--- config.mk ---
export PLATFORM = sky130hd
export DESIGN_NAME = ad2s1210_register_sequencer_flat
export DESIGN_NICKNAME = d
export VERILOG_FILES = /design/src/rtl/ad2s1210_pkg.sv /design/src/rtl/axi_stream.sv /design/src/rtl/ad2s1210_cycle_timer.sv /design/src/rtl/ad2s1210_register_sequencer.sv /design/src/flat_wrapper.sv
export SDC_FILE = /design/constraint.sdc
export NUM_CORES = 1
export LEC_CHECK = 0
export CORE_MARGIN = 2
export CORE_UTILIZATION = 58
export DETAILED_ROUTE_END_ITERATION = 16
export DONT_BUFFER_PORTS = 1
export PLACE_DENSITY = 0.76
export SETUP_SLACK_MARGIN = 0.1
export SYNTH_ARGS = -nofsm -noshare
export SYNTH_HDL_FRONTEND = slang
export SYNTH_SLANG_ARGS = --single-unit
--- constraint.sdc ---
create_clock -name clock -period 4.6 [get_ports clock]
set_clock_uncertainty 0.15 [all_clocks]
set_input_delay 0.46 -clock clock [delete_from_list [all_inputs] [get_ports clock]]
set_output_delay 0.46 -clock clock [all_outputs]
set_load 0.03 [all_outputs]
--- src/rtl/ad2s1210_pkg.sv ---
// Shared state encoding and SPI constants for the AD2S1210 register sequencer.
package ad2s1210_pkg;

    typedef enum logic [3:0] {
        IDLE,
        SAMPLE1,
        DELAY_ADDR,
        SEND_ADDR,
        SEND_READ,
        WAIT_READ,
        NEXT,
        DELAY_RESAMPLE,
        SAMPLE2,
        ABORT
    } state_t;

    localparam logic [7:0] DUMMY_READ = 8'h00;
    localparam logic [7:0] FAULT_ADDR = 8'hFF;

endpackage

--- src/rtl/axi_stream.sv ---
// Minimal valid/ready/data stream used between the sequencer and the SPI engine.
interface axi_stream #(
    parameter int unsigned WIDTH = 8
);

    logic             valid;
    logic             ready;
    logic [WIDTH-1:0] data;

    modport master (output valid, output data, input ready);
    modport slave  (input valid, input data, output ready);

endinterface

--- src/rtl/ad2s1210_cycle_timer.sv ---
// Saturating cycle counter; expired is high in the max(load,1)-th cycle after start.
module ad2s1210_cycle_timer #(
    parameter int unsigned WIDTH = 16
) (
    input  logic             clock,
    input  logic             reset,
    input  logic             start,
    input  logic [WIDTH-1:0] load,
    output logic             expired
);

    logic [WIDTH-1:0] count;

    always_ff @(posedge clock) begin
        if (reset || start) begin
            count <= '0;
        end else if (count != '1) begin
            count <= count + WIDTH'(1);
        end
    end

    // load of 0 behaves like 1, so the comparison never underflows
    assign expired = (load == '0) || (count >= load - WIDTH'(1));

endmodule

--- src/rtl/ad2s1210_register_sequencer.sv ---
// Drives SAMPLE, reads N_ADDR registers over the SPI stream and optionally re-samples to clear faults.
module ad2s1210_register_sequencer
    import ad2s1210_pkg::*;
#(
    parameter int unsigned N_ADDR      = 1,
    parameter int unsigned SPI_WIDTH   = 8,
    parameter int unsigned TIMER_WIDTH = 16,
    parameter int unsigned TIMEOUT     = 1024
) (
    input  logic                          clock,
    input  logic                          reset,
    input  logic                          start,
    input  logic [TIMER_WIDTH-1:0]        sample_delay,
    input  logic [TIMER_WIDTH-1:0]        sample_length,
    input  logic [N_ADDR*8-1:0]           addresses,
    input  logic                          clear_enable,
    axi_stream.master                     spi_transfer,
    axi_stream.slave                      spi_readback,
    output logic                          mode,
    output logic                          sample,
    output logic                          busy,
    output logic                          done,
    output logic                          error,
    output logic [N_ADDR*SPI_WIDTH-1:0]   read_data
);

    localparam logic [TIMER_WIDTH-1:0] TIMEOUT_LOAD = TIMER_WIDTH'(TIMEOUT);

    state_t                 state, state_next;
    logic [2:0]             index;
    logic                   clear_q, done_q;
    logic                   last, seq_start, idx_inc, capture, done_set, done_now;
    logic                   timer_start, expired;
    logic [TIMER_WIDTH-1:0] timer_load;
    logic [7:0]             addr_sel;
    logic                   tx_valid, rx_ready;
    logic [SPI_WIDTH-1:0]   tx_data;

    ad2s1210_cycle_timer #(.WIDTH(TIMER_WIDTH)) u_timer (
        .clock   (clock),
        .reset   (reset),
        .start   (timer_start),
        .load    (timer_load),
        .expired (expired)
    );

    always_comb begin
        addr_sel = '0;
        for (int unsigned i = 0; i < N_ADDR; i++) begin
            if (index == 3'(i)) addr_sel = addresses[8*i +: 8];
        end
    end

    assign last        = (32'(index) == N_ADDR - 1);
    assign timer_start = (state_next != state);

    always_ff @(posedge clock) begin
        if (reset) begin
            state     <= IDLE;
            index     <= '0;
            clear_q   <= 1'b0;
            done_q    <= 1'b0;
            read_data <= '0;
        end else begin
            state  <= state_next;
            done_q <= done_set;
            if (seq_start) begin
                index   <= '0;
                clear_q <= clear_enable;
            end else if (idx_inc) begin
                index <= index + 3'd1;
            end
            if (capture) begin
                for (int unsigned i = 0; i < N_ADDR; i++) begin
                    if (index == 3'(i)) read_data[SPI_WIDTH*i +: SPI_WIDTH] <= spi_readback.data;
                end
            end
        end
    end

    always_comb begin
        state_next = state;
        sample     = 1'b1;
        mode       = 1'b0;
        busy       = 1'b1;
        error      = 1'b0;
        done_now   = 1'b0;
        done_set   = 1'b0;
        seq_start  = 1'b0;
        idx_inc    = 1'b0;
        capture    = 1'b0;
        tx_valid   = 1'b0;
        tx_data    = '0;
        rx_ready   = 1'b0;
        timer_load = sample_length;
        case (state)
            IDLE: begin
                busy = 1'b0;
                if (start) begin
                    seq_start  = 1'b1;
                    state_next = SAMPLE1;
                end
            end
            SAMPLE1: begin
                sample = 1'b0;
                if (expired) state_next = (sample_delay == '0) ? SEND_ADDR : DELAY_ADDR;
            end
            DELAY_ADDR: begin
                mode       = 1'b1;
                timer_load = sample_delay;
                if (expired) state_next = SEND_ADDR;
            end
            SEND_ADDR: begin
                mode       = 1'b1;
                timer_load = TIMEOUT_LOAD;
                tx_valid   = 1'b1;
                tx_data    = SPI_WIDTH'(addr_sel);
                if (spi_transfer.ready) state_next = SEND_READ;
                else if (expired)       state_next = ABORT;
            end
            SEND_READ: begin
                mode       = 1'b1;
                timer_load = TIMEOUT_LOAD;
                tx_valid   = 1'b1;
                tx_data    = SPI_WIDTH'(DUMMY_READ);
                if (spi_transfer.ready) state_next = WAIT_READ;
                else if (expired)       state_next = ABORT;
            end
            WAIT_READ: begin
                mode       = 1'b1;
                timer_load = TIMEOUT_LOAD;
                rx_ready   = 1'b1;
                if (spi_readback.valid) begin
                    capture    = 1'b1;
                    state_next = NEXT;
                end else if (expired) begin
                    state_next = ABORT;
                end
            end
            NEXT: begin
                mode = 1'b1;
                if (!last) begin
                    idx_inc    = 1'b1;
                    state_next = SEND_ADDR;
                end else if (clear_q) begin
                    state_next = (sample_delay == '0) ? SAMPLE2 : DELAY_RESAMPLE;
                end else begin
                    mode       = 1'b0;
                    busy       = 1'b0;
                    done_now   = 1'b1;
                    state_next = IDLE;
                end
            end
            DELAY_RESAMPLE: begin
                mode       = 1'b1;
                timer_load = sample_delay;
                if (expired) state_next = SAMPLE2;
            end
            SAMPLE2: begin
                sample = 1'b0;
                // done is registered here so it lands in the first cycle with SAMPLE released
                if (expired) begin
                    done_set   = 1'b1;
                    state_next = IDLE;
                end
            end
            ABORT: begin
                busy       = 1'b0;
                error      = 1'b1;
                state_next = IDLE;
            end
            default: state_next = IDLE;
        endcase
    end

    assign done               = done_q | done_now;
    assign spi_transfer.valid = tx_valid;
    assign spi_transfer.data  = tx_data;
    assign spi_readback.ready = rx_ready;

endmodule
--- src/flat_wrapper.sv ---
// flat-port wrapper written by rule: the top's interface ports become plain ports
module ad2s1210_register_sequencer_flat import ad2s1210_pkg::*;
#(
    parameter int unsigned N_ADDR      = 1,
    parameter int unsigned SPI_WIDTH   = 8,
    parameter int unsigned TIMER_WIDTH = 16,
    parameter int unsigned TIMEOUT     = 1024
)
  (clock, reset, start, sample_delay, sample_length, addresses, clear_enable, mode, sample, busy, done, error, read_data, spi_transfer_valid, spi_transfer_data, spi_transfer_ready, spi_readback_valid, spi_readback_data, spi_readback_ready);
  axi_stream spi_transfer_i ();
  axi_stream spi_readback_i ();
  input  logic clock;
  input  logic reset;
  input  logic start;
  input  logic [TIMER_WIDTH-1:0] sample_delay;
  input  logic [TIMER_WIDTH-1:0] sample_length;
  input  logic [N_ADDR*8-1:0] addresses;
  input  logic clear_enable;
  output logic mode;
  output logic sample;
  output logic busy;
  output logic done;
  output logic error;
  output logic [N_ADDR*SPI_WIDTH-1:0] read_data;
  output wire logic [$bits(spi_transfer_i.valid)-1:0] spi_transfer_valid;
  output wire logic [$bits(spi_transfer_i.data)-1:0] spi_transfer_data;
  input wire logic [$bits(spi_transfer_i.ready)-1:0] spi_transfer_ready;
  input wire logic [$bits(spi_readback_i.valid)-1:0] spi_readback_valid;
  input wire logic [$bits(spi_readback_i.data)-1:0] spi_readback_data;
  output wire logic [$bits(spi_readback_i.ready)-1:0] spi_readback_ready;
  assign spi_transfer_valid = spi_transfer_i.valid;
  assign spi_transfer_data = spi_transfer_i.data;
  assign spi_transfer_i.ready = spi_transfer_ready;
  assign spi_readback_i.valid = spi_readback_valid;
  assign spi_readback_i.data = spi_readback_data;
  assign spi_readback_ready = spi_readback_i.ready;
  ad2s1210_register_sequencer #(.N_ADDR(N_ADDR), .SPI_WIDTH(SPI_WIDTH), .TIMER_WIDTH(TIMER_WIDTH), .TIMEOUT(TIMEOUT)) u_core (.clock(clock), .reset(reset), .start(start), .sample_delay(sample_delay), .sample_length(sample_length), .addresses(addresses), .clear_enable(clear_enable), .spi_transfer(spi_transfer_i), .spi_readback(spi_readback_i), .mode(mode), .sample(sample), .busy(busy), .done(done), .error(error), .read_data(read_data));
endmodule
==> metrics.txt <==
Synth Area in Adders=0.07711; Fin Setup TNS=0 ns; Post-DP HPWL=between 5000 and 6000 um; number of synthesized flops with an enable pin=0; Clock transition at path regs=about 0.06 ns; post-synthesis mux area share=0.05479; Hold Buf Count CTS=0; Crit Path Max Fanout=23; combinational family with the most area after synthesis=simple AND/OR/NAND/NOR gates; total power=about 670 uW; Root Buffer=clkbuf_8; sequential fraction of design power=0.439; FFs w/ async S/R, synth=0; final setup fails=0; IO buf count=0; Worst Setup End Kind=flip-flop; fmax=approximately 230 MHz; critical path type=reg -> reg; clock latency on the worst-skew pair=~0.28 ns; Top Ports=77; leading cell type by number of instances after synthesis=nand3_1; Min Clock Period, post-route=4.361 ns; fin crit share=0.9481; PwrDens=between 200 and 250 mW/mm^2; Max-cap violations=0; Final Hold Vio Count=0; Req. time, crit path=4.65 ns; CTS Buffer Depth=2; Synth Area in Compound Gates=0.1262; Worst Hold Class=in -> reg; #FFs+latches synth=33; Total GRT Usage=0.2565; Post-synth top cells=nand3_1 (41), nor2_1 (34), dfxtp_1 (33); status=complete, no violations; Seq/Total Area, Yosys=0.2143; unrepaired setup endpoints after global routing=false; hold slack=around 0.09 ns; GRT Max-Usage Layer=met2; die width=76.91 um; CTS buffer count=5; leakage=0.001265 uW; total gr overflow=0; H-tree levels=2; via count of the first global-routing pass=approximately 2800; Sw Share=0.2501; Combinational Power Share=0.137; met2 track demand over resource=0.4325; Simple-Gate Fraction of Synth Area=0.3872; Routability Congestion=slightly above 0.9; DRC viols=0; first-pass GRT wire length=between 10000 and 15000 um; initial DRC count=around 250; grt met3 use=0.06235; Synth area leaders=dfxtp_1 (21%), ha_1 (7.7%), nand3_1 (6.7%); fill count=around 450; CTS Sinks=33; Sw Pwr=166.6 uW; Syn Inst Count=approximately 400; Routed wire per std cell=about 16 um; Syn-to-layout area delta=5.195%; Top FF cell, synth=dfxtp_1; Max transition margin=0.3488; Synth area leader=dfxtp_1; count of different cell masters after synthesis=62; Row Count=26; Placed Cells=between 400 and 500; synthesized area per cell=approximately 7.8 um^2; layout cells sized above 1=0.1247; met1 usage=0.3168; Inserted Diodes=0; Ys Warns=0; max-slew violation count=0; Mapped Area=0.003083 mm^2; clock network fraction of design power=0.424; DR pass1 iterations=5; final WL=7611 um; antenna violations before repair=0; Vias=2936; Cell Int Power=499.7 uW; largest net degree at the start of global routing=24; arrival time worst endpoint=between 4 and 5 ns; CTS tree=yes; top cell type's share of synthesized area=0.2143; die height=between 70 and 80 um; Net count, final=465; maximum vdd drop=0.2081 mV; Final ANT Viol Nets=0; vias per cell=between 6 and 7; core area=0.005107 mm^2; Synthesized Nets=470; Final Instance Count excl. Fillers=463; Slew @ Worst Pin=roughly 0.97 ns; Die Area=0.005914 mm^2; post-synthesis xor/xnor area fraction=0.07102; Worst setup SP type=flip-flop; Starting Density=0.6036
-- stage by stage --
stage          worst slack [ns]  area [um^2]    util
2_1_floorplan            0.2381         3083       -
3_3_place_gp             0.3105         3080  0.6031
3_5_place_dp             0.1918         3080  0.6031
4_1_cts                  0.1649         3197  0.6259
5_1_grt                  0.1089         3243  0.6350
6_report                 0.2386         3243  0.6350
-- worst paths after layout --
| kind | depth (start not counted) | end | slack, ns | startpoint |
|---|---|---|---|---|
| setup / recovery | 17 | u_core.state[3] | 0.24 | u_core.state[1] |
| hold / removal | 1 | u_core.state[3] | 0.09 | reset |
| hold reg to reg | 2 | u_core.index[1] | 0.33 | u_core.index[1] |
| setup reg to reg | 17 | u_core.state[3] | 0.24 | u_core.state[1] |
-- repair_timing --
| action | 4_1_cts | 5_1_grt |
|---|---|---|
| endpoints found under the setup margin | 0 | 18 |
| setup buffers | 0 | 1 |
| gates resized for setup | 0 | 9 |
-- flip-flops by register name, summed over array words and instances, names as in the netlist --
register,flops
u_core.u_timer.count,16
u_core.read_data,8
u_core.state,4
u_core.index,3
u_core.clear_q,1
u_core.done_q,1
-- critical path: stages, from the launching register on --
cell and delay, ns:
dfxtp_1 0.43, buf_6 0.22, inv_1 0.11, o311a_1 0.43
or4_1 0.63, nor3_4 0.20, nand2_1 0.10, or2_2 0.30
xor2_1 0.15, ha_1 0.30, nand4_1 0.12, a21oi_1 0.05
o21ai_0 0.09, nand2_1 0.15, a21oi_4 0.18, buf_4 0.17
mux2_4 0.30, a221oi_2 0.20
-- layout make-up --
class,count,area [um^2],share of cell area
inverter,11,41.29,0.01273
tap,70,87.58,0.02701
multi-input combinational,329,2242,0.6914
clock buffer,7,86.33,0.02662
clock inverter,1,30.03,0.009259
sequential,33,661.9,0.2041
timing repair buffer,12,93.84,0.02894
-- logic make-up after synthesis --
logic type,Yosys count
AND/OR/NAND/NOR,214
AO/OA/AOI/OAI,56
buffers and inverters,35
flip-flops,33
XOR/XNOR,25
adder cells (fa/ha/maj),19
multiplexers,15
-- power groups by stage --
stage	logic [uW]	clock network (uW)	registers, uW
2_1_floorplan	77.9	0	297
3_3_place_gp	86.0	0	298
3_5_place_dp	89.3	0	299
4_1_cts	90.1	289	292
5_1_grt	102	302	293
6_report	91.6	282	292
-- per-layer routing --
layer / share of wire / routed length (um)
met1: 0.41 / 3148
met2: 0.50 / 3774
met3: 0.075 / 572
met4: 0.015 / 115
met5: 0 / 0
-- placed cells by master, fill, tap and decap left out, drive strengths merged, types with 12 or more instances in the layout --
cell	n
nand3	43
nor2	34
dfxtp	33
nand2	32
nand4	26
nor3	25
ha	19
a21oi	16
nor4	14
xnor2	13
mux2i	13
xor2	12
buf	12
Note: power is estimated with default switching activity, not from simulation.
==> edit: new RTL, config.mk and constraints unchanged <==
`TIMER_WIDTH` is set to 16 in 2 places; all go to 32.
--- a/src/rtl/ad2s1210_register_sequencer.sv
+++ b/src/rtl/ad2s1210_register_sequencer.sv
@@ -5,5 +5,5 @@
     parameter int unsigned N_ADDR      = 1,
     parameter int unsigned SPI_WIDTH   = 8,
-    parameter int unsigned TIMER_WIDTH = 16,
+    parameter int unsigned TIMER_WIDTH = 32,
     parameter int unsigned TIMEOUT     = 1024
 ) (
--- a/src/flat_wrapper.sv
+++ b/src/flat_wrapper.sv
@@ -4,5 +4,5 @@
     parameter int unsigned N_ADDR      = 1,
     parameter int unsigned SPI_WIDTH   = 8,
-    parameter int unsigned TIMER_WIDTH = 16,
+    parameter int unsigned TIMER_WIDTH = 32,
     parameter int unsigned TIMEOUT     = 1024
 )
Interface: changed (resized sample_delay and sample_length); port bits go from 77 to 109. No check against the original RTL was run, so the function may have changed too.
==> edit against the original RTL <==
The run now ends with negative setup slack left; total power up 49%; largest power group unchanged; maximum frequency fell by 14%; non-clock buffer count up 91; die area increased by 53%; setup slack worse by 0.70 ns; area after synthesis grew 56%; largest cell class unchanged; highest routed layer unchanged; final area is 95% higher; via count increased by 89%; wire length rose by 120%; sequential cell count increased by 16; cell count is 74% higher.
==> edit: results (changes against the original RTL) <==
INFO  metric first_pass_grt_wire_length = 25500 µm (+100%)
INFO  metric largest_fanout_on_the_critical_path = 16 (-30%)
INFO  metric failed_checks = negative setup slack
INFO  metric layout.nets = 819 (+76%)
INFO  metric detailedRoute.firstPassIterationCount = 7 (+2)
INFO  metric detail_route.iter0.violations = 344 (+40%)
INFO  metric avgRoutedWirePerCell = 20.6 µm (+25%)
INFO  metric synth_xor_xnor_area_share = 10.7% (+3.6 points)
INFO  metric cpMaxStageDelayCell = sky130_fd_sc_hd__or4_4
INFO  metric grt_util_met3 = 5.53% (-0.70 points)
INFO  metric top_regs = u_core.u_timer.count x32, u_core.read_data x8, u_core.state x4
INFO  metric share_of_the_synthesized_area_in_compound_gates_ao_oa_aoi_oai = 21.4% (+8.8 points)
INFO  metric ys_top_cells_by_count = sky130_fd_sc_hd__nor2_1, sky130_fd_sc_hd__dfxtp_1, sky130_fd_sc_hd__nor4_1
INFO  metric outcome = complete, but fails checks
INFO  metric drive_gt1_share = 27.6% (+15 points)
INFO  metric cp.arrival = 5.10 ns (+0.69 ns)
INFO  metric worst_slew_margin_rel = 45.6% (+11 points)
INFO  metric globalRouteMet2Util = 61.7% (+18 points)
INFO  metric routabilityCongestion = 0.953 (+5.2%)
INFO  metric route.detailed.vias_per_inst = 6.89 (+8.6%)
INFO  metric static-leakage-power = 2.41 nW (+91%)
INFO  metric gr-usage-met1 = 44.3% (+13 points)
INFO  metric grt_pass1_vias = 5134 (+84%)
INFO  metric clkTransAtPathRegs = 0.10 ns (+0.04 ns)
INFO  metric power.ir.vdd_worst = 0.123 mV (-41%)
INFO  metric total_negative_setup_slack = -15.04 ns (-15.04 ns)
INFO  metric yosys.area_share.adder = 9.09% (+1.4 points)
INFO  metric dp.final_hpwl = 11300 µm (+94%)
INFO  metric synth.area.top_cells = sky130_fd_sc_hd__dfxtp_1, sky130_fd_sc_hd__ha_1, sky130_fd_sc_hd__xnor2_1
INFO  metric setup-violations-final = 36 (+36)
INFO  metric syn_nets = 748 (+59%)
INFO  metric clk_root_buffer_cell = sky130_fd_sc_hd__clkbuf_8
INFO  metric finalWorstSetupSlack = -0.465 ns (-0.704 ns)
[edit: where the power goes]
| part | switching, mW | internal [mW] | leakage (nW) |
|---|---|---|---|
| clock network | 0.157 | 0.178 | 0.0585 |
| logic | 0.120 | 0.106 | 1.96 |
| registers | 0.00635 | 0.426 | 0.398 |
| total | 0.283 | 0.710 | 2.41 |
[edit: repair_timing]
item | 4_1_cts | 5_1_grt
setup buffers | 12 | 6
endpoints found under the setup margin | 37 | 37
gates cloned | 3 | 0
pin swaps | 12 | 7
resized for setup | 59 | 31
[edit: path summary, 6_finish.rpt]
path / startpoint / end / slack (ns) / cells after the start
hold reg to reg: u_core.index[1] / u_core.index[1] / 0.39 / 2
setup / recovery: u_core.state[3] / u_core.u_timer.count[26] / -0.47 / 21
hold / removal: reset / u_core.state[3] / 0.05 / 1
setup reg to reg: u_core.state[3] / u_core.u_timer.count[26] / -0.47 / 21
[edit: per-stage QoR]
| stage | cell area (µm²) | power [mW] | util, % | cells |
|---|---|---|---|---|
| floorplan | 4980 | 0.565 | - | 627 |
| global placement | 5570 | 0.608 | 68.4 | 775 |
| detailed placement | 5570 | 0.614 | 68.4 | 775 |
| CTS | 6140 | 0.980 | 75.5 | 798 |
| global route | 6330 | 1.03 | 77.8 | 804 |
| finish | 6330 | 0.993 | 77.8 | 804 |
[edit: cell type report]
class                      instances  area (µm²)
multi-input combinational        526        4130
fill                             548        1810
sequential                        49         993
timing repair buffer             103         910
tap                              105         131
clock buffer                       7        86.3
inverter                          13        48.8
clock inverter                     1        30.0
[edit: per-layer routing]
layer / wire length [µm] / share of wire (%)
met5: 0 / 0
met4: 604 / 3.7
met3: 1220 / 7.4
met2: 8250 / 50
met1: 6460 / 39
